==> src/rtl/mc_ctrl_if.sv <==
// Control bundle between the mc_ctrl sequencer (slave) and the MIPS datapath (master).
// MC_PERF_CNT_EN adds the cycle_cnt/retire_cnt performance counter outputs.
interface mc_ctrl_if;
  logic [5:0] Op;
  logic [5:0] Func;
  logic       mem_ready;
  logic [2:0] RegDstSel;
  logic [2:0] ALUSrcSel;
  logic [2:0] toRegSel;
  logic [2:0] NPCOp;
  logic [3:0] ALUOp;
  logic [2:0] EXTOp;
  logic [2:0] DMType;
  logic       RegWrite;
  logic       MemWrite;
  logic       PCWr;
  logic [2:0] state;
`ifdef MC_PERF_CNT_EN
  logic [31:0] cycle_cnt;
  logic [31:0] retire_cnt;

  modport master (
    output Op, Func, mem_ready,
    input  RegDstSel, ALUSrcSel, toRegSel, NPCOp, ALUOp, EXTOp, DMType,
    input  RegWrite, MemWrite, PCWr, state, cycle_cnt, retire_cnt
  );
  modport slave (
    input  Op, Func, mem_ready,
    output RegDstSel, ALUSrcSel, toRegSel, NPCOp, ALUOp, EXTOp, DMType,
    output RegWrite, MemWrite, PCWr, state, cycle_cnt, retire_cnt
  );
`else
  modport master (
    output Op, Func, mem_ready,
    input  RegDstSel, ALUSrcSel, toRegSel, NPCOp, ALUOp, EXTOp, DMType,
    input  RegWrite, MemWrite, PCWr, state
  );
  modport slave (
    input  Op, Func, mem_ready,
    output RegDstSel, ALUSrcSel, toRegSel, NPCOp, ALUOp, EXTOp, DMType,
    output RegWrite, MemWrite, PCWr, state
  );
`endif
endinterface

==> src/rtl/mc_ctrl.sv <==
// Multi-cycle MIPS control sequencer: FETCH/DECODE/EXEC/MEM/WB with PC write enable.
// Define MC_PERF_CNT_EN to add the cycle_cnt / retire_cnt performance counters.
module mc_ctrl (
  input  logic   clk,
  input  logic   reset,
  mc_ctrl_if.slave bus
);
  localparam logic [2:0] S_FETCH  = 3'd0;
  localparam logic [2:0] S_DECODE = 3'd1;
  localparam logic [2:0] S_EXEC   = 3'd2;
  localparam logic [2:0] S_MEM    = 3'd3;
  localparam logic [2:0] S_WB     = 3'd4;

  logic [2:0] state_reg, state_next;

  logic r_type;
  logic is_add, is_sub, is_jr, is_ori, is_lui;
  logic is_lw, is_lb, is_sw, is_sb, is_beq, is_j, is_jal;
  logic is_load, is_store, is_alu_wb, is_defined;

  assign r_type   = (bus.Op == 6'h00);
  assign is_add   = r_type && (bus.Func == 6'h20);
  assign is_sub   = r_type && (bus.Func == 6'h22);
  assign is_jr    = r_type && (bus.Func == 6'h08);
  assign is_ori   = (bus.Op == 6'h0d);
  assign is_lui   = (bus.Op == 6'h0f);
  assign is_lw    = (bus.Op == 6'h23);
  assign is_lb    = (bus.Op == 6'h20);
  assign is_sw    = (bus.Op == 6'h2b);
  assign is_sb    = (bus.Op == 6'h28);
  assign is_beq   = (bus.Op == 6'h04);
  assign is_j     = (bus.Op == 6'h02);
  assign is_jal   = (bus.Op == 6'h03);

  assign is_load    = is_lw | is_lb;
  assign is_store   = is_sw | is_sb;
  assign is_alu_wb  = is_add | is_sub | is_ori | is_lui;
  assign is_defined = is_alu_wb | is_load | is_store | is_beq | is_j | is_jr | is_jal;

  // Selects are pure decode, gated off in FETCH and in the unused state codes.
  logic       sel_en;
  logic [2:0] regdst_next, alusrc_next, toreg_next, npcop_next, extop_next, dmtype_next;
  logic [3:0] aluop_next;

  assign sel_en = (state_reg != S_FETCH) && (state_reg <= S_WB);

  always_comb begin
    regdst_next = 3'd0;
    alusrc_next = 3'd0;
    toreg_next  = 3'd0;
    npcop_next  = 3'd0;
    aluop_next  = 4'd0;
    extop_next  = 3'd0;
    dmtype_next = 3'd0;
    if (sel_en) begin
      if (is_add || is_sub) begin
        regdst_next = 3'd1;
        aluop_next  = is_sub ? 4'd1 : 4'd0;
      end
      if (is_ori) begin
        alusrc_next = 3'd1;
        aluop_next  = 4'd2;
      end
      if (is_lui) begin
        extop_next = 3'd2;
        toreg_next = 3'd2;
      end
      if (is_load || is_store) begin
        extop_next  = 3'd1;
        alusrc_next = 3'd1;
        dmtype_next = (is_lb || is_sb) ? 3'd1 : 3'd0;
      end
      if (is_load)
        toreg_next = 3'd1;
      if (is_beq) begin
        aluop_next = 4'd1;
        npcop_next = 3'd1;
      end
      if (is_j)
        npcop_next = 3'd2;
      if (is_jal) begin
        npcop_next  = 3'd2;
        regdst_next = 3'd2;
        toreg_next  = 3'd3;
      end
      if (is_jr)
        npcop_next = 3'd3;
    end
  end

  // Next state and strobes; every instruction retires through exactly one PCWr cycle.
  logic regwrite_next, memwrite_next, pcwr_next;

  always_comb begin
    state_next    = S_FETCH;
    regwrite_next = 1'b0;
    memwrite_next = 1'b0;
    pcwr_next     = 1'b0;
    case (state_reg)
      S_FETCH:  state_next = S_DECODE;
      S_DECODE: begin
        if (is_defined)
          state_next = S_EXEC;
        else
          pcwr_next = 1'b1;
      end
      S_EXEC: begin
        if (is_alu_wb)
          state_next = S_WB;
        else if (is_load || is_store)
          state_next = S_MEM;
        else begin
          pcwr_next     = 1'b1;
          regwrite_next = is_jal;
        end
      end
      S_MEM: begin
        if (!bus.mem_ready)
          state_next = S_MEM;
        else if (is_store) begin
          memwrite_next = 1'b1;
          pcwr_next     = 1'b1;
        end else
          state_next = S_WB;
      end
      S_WB: begin
        regwrite_next = 1'b1;
        pcwr_next     = 1'b1;
      end
      default: state_next = S_FETCH;
    endcase
  end

  always_ff @(posedge clk or posedge reset) begin
    if (reset)
      state_reg <= S_FETCH;
    else
      state_reg <= state_next;
  end

  assign bus.RegDstSel = regdst_next;
  assign bus.ALUSrcSel = alusrc_next;
  assign bus.toRegSel  = toreg_next;
  assign bus.NPCOp     = npcop_next;
  assign bus.ALUOp     = aluop_next;
  assign bus.EXTOp     = extop_next;
  assign bus.DMType    = dmtype_next;
  assign bus.RegWrite  = regwrite_next;
  assign bus.MemWrite  = memwrite_next;
  assign bus.PCWr      = pcwr_next;
  assign bus.state     = state_reg;

`ifdef MC_PERF_CNT_EN
  logic [31:0] cycle_cnt_reg, retire_cnt_reg;

  always_ff @(posedge clk or posedge reset) begin
    if (reset) begin
      cycle_cnt_reg  <= 32'd0;
      retire_cnt_reg <= 32'd0;
    end else begin
      cycle_cnt_reg <= cycle_cnt_reg + 32'd1;
      if (pcwr_next)
        retire_cnt_reg <= retire_cnt_reg + 32'd1;
    end
  end

  assign bus.cycle_cnt  = cycle_cnt_reg;
  assign bus.retire_cnt = retire_cnt_reg;
`endif
endmodule

==> src/flat_wrapper.sv <==
// flat-port wrapper written by rule: the top's interface ports become plain ports
module mc_ctrl_flat 
  (clk, reset, bus_Op, bus_Func, bus_mem_ready, bus_RegDstSel, bus_ALUSrcSel, bus_toRegSel, bus_NPCOp, bus_ALUOp, bus_EXTOp, bus_DMType, bus_RegWrite, bus_MemWrite, bus_PCWr, bus_state);
  mc_ctrl_if bus_i ();
  input  logic clk;
  input  logic reset;
  input wire logic [$bits(bus_i.Op)-1:0] bus_Op;
  input wire logic [$bits(bus_i.Func)-1:0] bus_Func;
  input wire logic [$bits(bus_i.mem_ready)-1:0] bus_mem_ready;
  output wire logic [$bits(bus_i.RegDstSel)-1:0] bus_RegDstSel;
  output wire logic [$bits(bus_i.ALUSrcSel)-1:0] bus_ALUSrcSel;
  output wire logic [$bits(bus_i.toRegSel)-1:0] bus_toRegSel;
  output wire logic [$bits(bus_i.NPCOp)-1:0] bus_NPCOp;
  output wire logic [$bits(bus_i.ALUOp)-1:0] bus_ALUOp;
  output wire logic [$bits(bus_i.EXTOp)-1:0] bus_EXTOp;
  output wire logic [$bits(bus_i.DMType)-1:0] bus_DMType;
  output wire logic [$bits(bus_i.RegWrite)-1:0] bus_RegWrite;
  output wire logic [$bits(bus_i.MemWrite)-1:0] bus_MemWrite;
  output wire logic [$bits(bus_i.PCWr)-1:0] bus_PCWr;
  output wire logic [$bits(bus_i.state)-1:0] bus_state;
  assign bus_i.Op = bus_Op;
  assign bus_i.Func = bus_Func;
  assign bus_i.mem_ready = bus_mem_ready;
  assign bus_RegDstSel = bus_i.RegDstSel;
  assign bus_ALUSrcSel = bus_i.ALUSrcSel;
  assign bus_toRegSel = bus_i.toRegSel;
  assign bus_NPCOp = bus_i.NPCOp;
  assign bus_ALUOp = bus_i.ALUOp;
  assign bus_EXTOp = bus_i.EXTOp;
  assign bus_DMType = bus_i.DMType;
  assign bus_RegWrite = bus_i.RegWrite;
  assign bus_MemWrite = bus_i.MemWrite;
  assign bus_PCWr = bus_i.PCWr;
  assign bus_state = bus_i.state;
  mc_ctrl u_core (.clk(clk), .reset(reset), .bus(bus_i));
endmodule
==> config.mk <==
export PLATFORM = sky130hd
export DESIGN_NAME = mc_ctrl_flat
export DESIGN_NICKNAME = d
export VERILOG_FILES = /design/src/rtl/mc_ctrl_if.sv /design/src/rtl/mc_ctrl.sv /design/src/flat_wrapper.sv
export SDC_FILE = /design/constraint.sdc
export NUM_CORES = 1
export LEC_CHECK = 0
export ABC_CLOCK_PERIOD_IN_PS = 1970
export CAP_MARGIN = 25
export CELL_PAD_IN_SITES_DETAIL_PLACEMENT = 1
export CELL_PAD_IN_SITES_GLOBAL_PLACEMENT = 1
export CORE_MARGIN = 2
export CORE_UTILIZATION = 22
export DETAILED_ROUTE_END_ITERATION = 6
export PLACE_DENSITY_LB_ADDON = 0.1
export SLEW_MARGIN = 20
export SYNTH_ARGS = -nofsm -noshare
export SYNTH_HDL_FRONTEND = slang
export SYNTH_SLANG_ARGS = --single-unit
==> constraint.sdc <==
create_clock -name clk -period 1.97 [get_ports clk]
set_clock_uncertainty 0.05 [all_clocks]
set_input_delay 0.2955 -clock clk [delete_from_list [all_inputs] [get_ports clk]]
set_output_delay 0.2955 -clock clk [all_outputs]
set_load 0.01 [all_outputs]
==> results.md <==
* Final net count at 175
* PortBufs at 32
* Clock transition at path regs at 40 ps
* Synth Instances at 89
* Max reg flops at 3
* Drt total wl at 2.41 mm
* CP top delay family: simple AND/OR/NAND/NOR gates
* Outcome: complete, but fails checks
* Clock Path Buffers at 2
* Pleak at 0.000595 uW
* Post-synthesis mux area share at 0%
* Comb power frac at 70.8%
* Antenna Diode Count at 0
* Root Driver: clkbuf_4
* Reg2Reg Depth at 5
* Psw at 288 uW
* Main combinational cell family by area after synthesis: simple AND/OR/NAND/NOR gates
* Biggest area consumer among synthesized cells: buf_4
* Xor/xnor cell area share of the yosys netlist at 1.44%
* Synth top area share at 12.3%
* Initial antenna violation count at 0
* Final Non-Filler Cells at 188
* Post-synthesis simple-gate area fraction at 44.6%
* Async set-reset flop share out of synthesis at 100%
* Total GRT Usage at 15.4%
* Synthesized cell area at 609 um^2
* Final worst slack at -140 ps
* Critical path class: in2out
* Total Die Area at 0.00321 mm^2
* H-tree depth at 1
* Detailed router's first-iteration violation count at 11
* Clock Sinks at 3
* Area of the core at 0.00269 mm^2
* Global-route wire length before repair at 3.97 mm
* Drt pass-1 iters at 4
* Vias post-DR at 848
* Clk_lat worst skew at 240 ps
* Slowest CP cell: or4_4
* Rows at 19
* Die W at 56.6 um
* CP Buf/Inv Count at 3
* Total power density per cell area at 578 mW/mm^2
* Final Slew Violations at 0
* Sw Share at 40.6%
* Final HPWL DP at 1.90 mm
* Vias per std cell at 4.51
* HP Class: in2async
* CP Launch Type: input pin
* Arrival time of the worst setup path at 1760 ps
* Flops & latches, synth at 3
* Tcrit/Tclk final at 107%
* I/O pins at 43
* Worst Path Required at 1620 ps
* Post-Place Cell Area at 0.00113 mm^2
* Most common cell in the netlist: nor2_1
* Count of final setup violators at 2
* RSZ-0062 raised after global routing: yes
* Max Clk Rate at 474 MHz
* Post-synthesis sequential area ratio at 12.3%
* Crit path top cell by count: nand4b_1
* Crit. path cell count at 8
* CP Max Fanout at 4
* Max-cap violations at 0
* CP peak stage delay at 550 ps
* Worst vdd ir at 0.000621 V
* Synth cell count leaders: nor2_1, buf_4, nand2_1, a21oi_1, inv_1
* Wirelength per Cell at 12.8 um
* Die height at 56.6 um
* Warning count from the yosys run at 0
* CTS tree: yes
* Layout area overhead at 102%
* Fin area at 0.00123 mm^2
* Post-synth EDFFs at 0
* Dpl cells at 177
* Avg Inst Size Synth at 6.85 um^2
* FILL cells at 361
* Most used DFF post-synth: dfrtp_1
* Count of final hold-check violations at 0
* DP Worst Slack at -896 ps
* Final critical-path required period at 2110 ps
* Largest net degree at the start of global routing at 11
* Fraction of layout instances using a drive strength above 1 at 49.7%
* Distinct cells, synth at 35
* CTS Hold Buffers Added at 0
* Routed Antenna Nets at 0
* Total gr overflow at 0
* Pint at 422 uW
* Compound-Gate Fraction of Synth Area at 20.9%
* Num CTS Buffers at 3
* Reg power frac at 13.0%
* Vias in the first global route at 917
* CP endpoint kind: output pin
* Worst-path cell chain: buf_6 > or4_4 > nor4b_2 > buf_4 > nand4b_1 > nand4b_1 > o211ai_1 > buf_2
* Largest cells by area after synthesis: buf_4, dfrtp_1, nor2_1
* Post-synthesis adder-cell area fraction at 4.11%
* Clock power frac at 16.2%
* DRC violations left at 0
* Failing checks: setup timing
* Global placement routability congestion at 0.778
* Starting Density at 22.7%
metrics by stage:
stage	power (uW)	util (%)	hold slack, ps	setup TNS [ps]
after CTS	672	44.1	171	-409
after global routing	764	45.7	205	-475
after floorplan	305	-	-0.856	0
final	710	45.7	179	-255
after detailed placement	528	42.2	420	-10340
after global placement	519	42.2	420	-10170
final cells by class:
class	instances	area, um^2	area share (%)
flip-flops and latches	3	75.1	6.11
well taps	31	38.8	3.16
multi-input cells	79	553	45.0
repair buffers	67	520	42.4
clock buffers	4	26.3	2.14
inverters	4	15.0	1.22
power groups by stage:
stage / logic (uW) / clock network, uW / registers [uW]
2_1_floorplan: 210 / 0 / 94.6
3_3_place_gp: 431 / 0 / 88.2
3_5_place_dp: 439 / 0 / 88.5
4_1_cts: 461 / 119 / 92.4
5_1_grt: 552 / 118 / 94.2
6_report: 502 / 115 / 92.4
worst paths after layout:
path	slack, ps	start	to
min in group clk	680	u_core.bus.state[2]	u_core.bus.state[2]
worst min-delay path	180	reset	u_core.bus.state[0]
worst max register to register	720	u_core.bus.state[0]	u_core.bus.state[1]
worst min register to register	680	u_core.bus.state[2]	u_core.bus.state[2]
max in group asynchronous	1570	reset	u_core.bus.state[1]
worst max-delay path	-140	bus_Func[4]	bus_PCWr
cells in the final DEF (no fill, tap or decap), drive strengths merged, types with 3 or more instances in the layout:
cell type	synthesis	layout
o21a	3	3
buf	10	50
dfrtp	3	3
clkbuf	2	7
a21oi	4	4
nand3	3	3
dlygate4sd2	0	4
nand2b	3	3
conb	1	10
clkdlybuf4s50	0	8
nand2	10	10
inv	4	4
o21ai	3	3
nor2	13	13
timing repair:
action | 4_1_cts | 5_1_grt
setup buffers | 4 | 3
cloned | 0 | 0
pin swaps | 13 | 10
resized for setup | 79 | 22
setup endpoints to repair | 15 | 13
kinds of logic after synthesis:
logic type / Yosys count
flops: 3
other cells: 1
buf+inv: 16
compound gates: 19
xor+xnor: 1
fa+ha+maj: 2
simple gates: 47
layer usage:
metal / share of wire (%) / vias up / track usage (%)
met3: 2.8 / 0 / 0
met1: 40 / 399 / 17.2
met5: 0 / - / 0
met4: 0 / 0 / 4.08
li1: - / 429 / -
met2: 58 / 20 / 31.4
No activity file was read; power rests on OpenSTA's default activity.
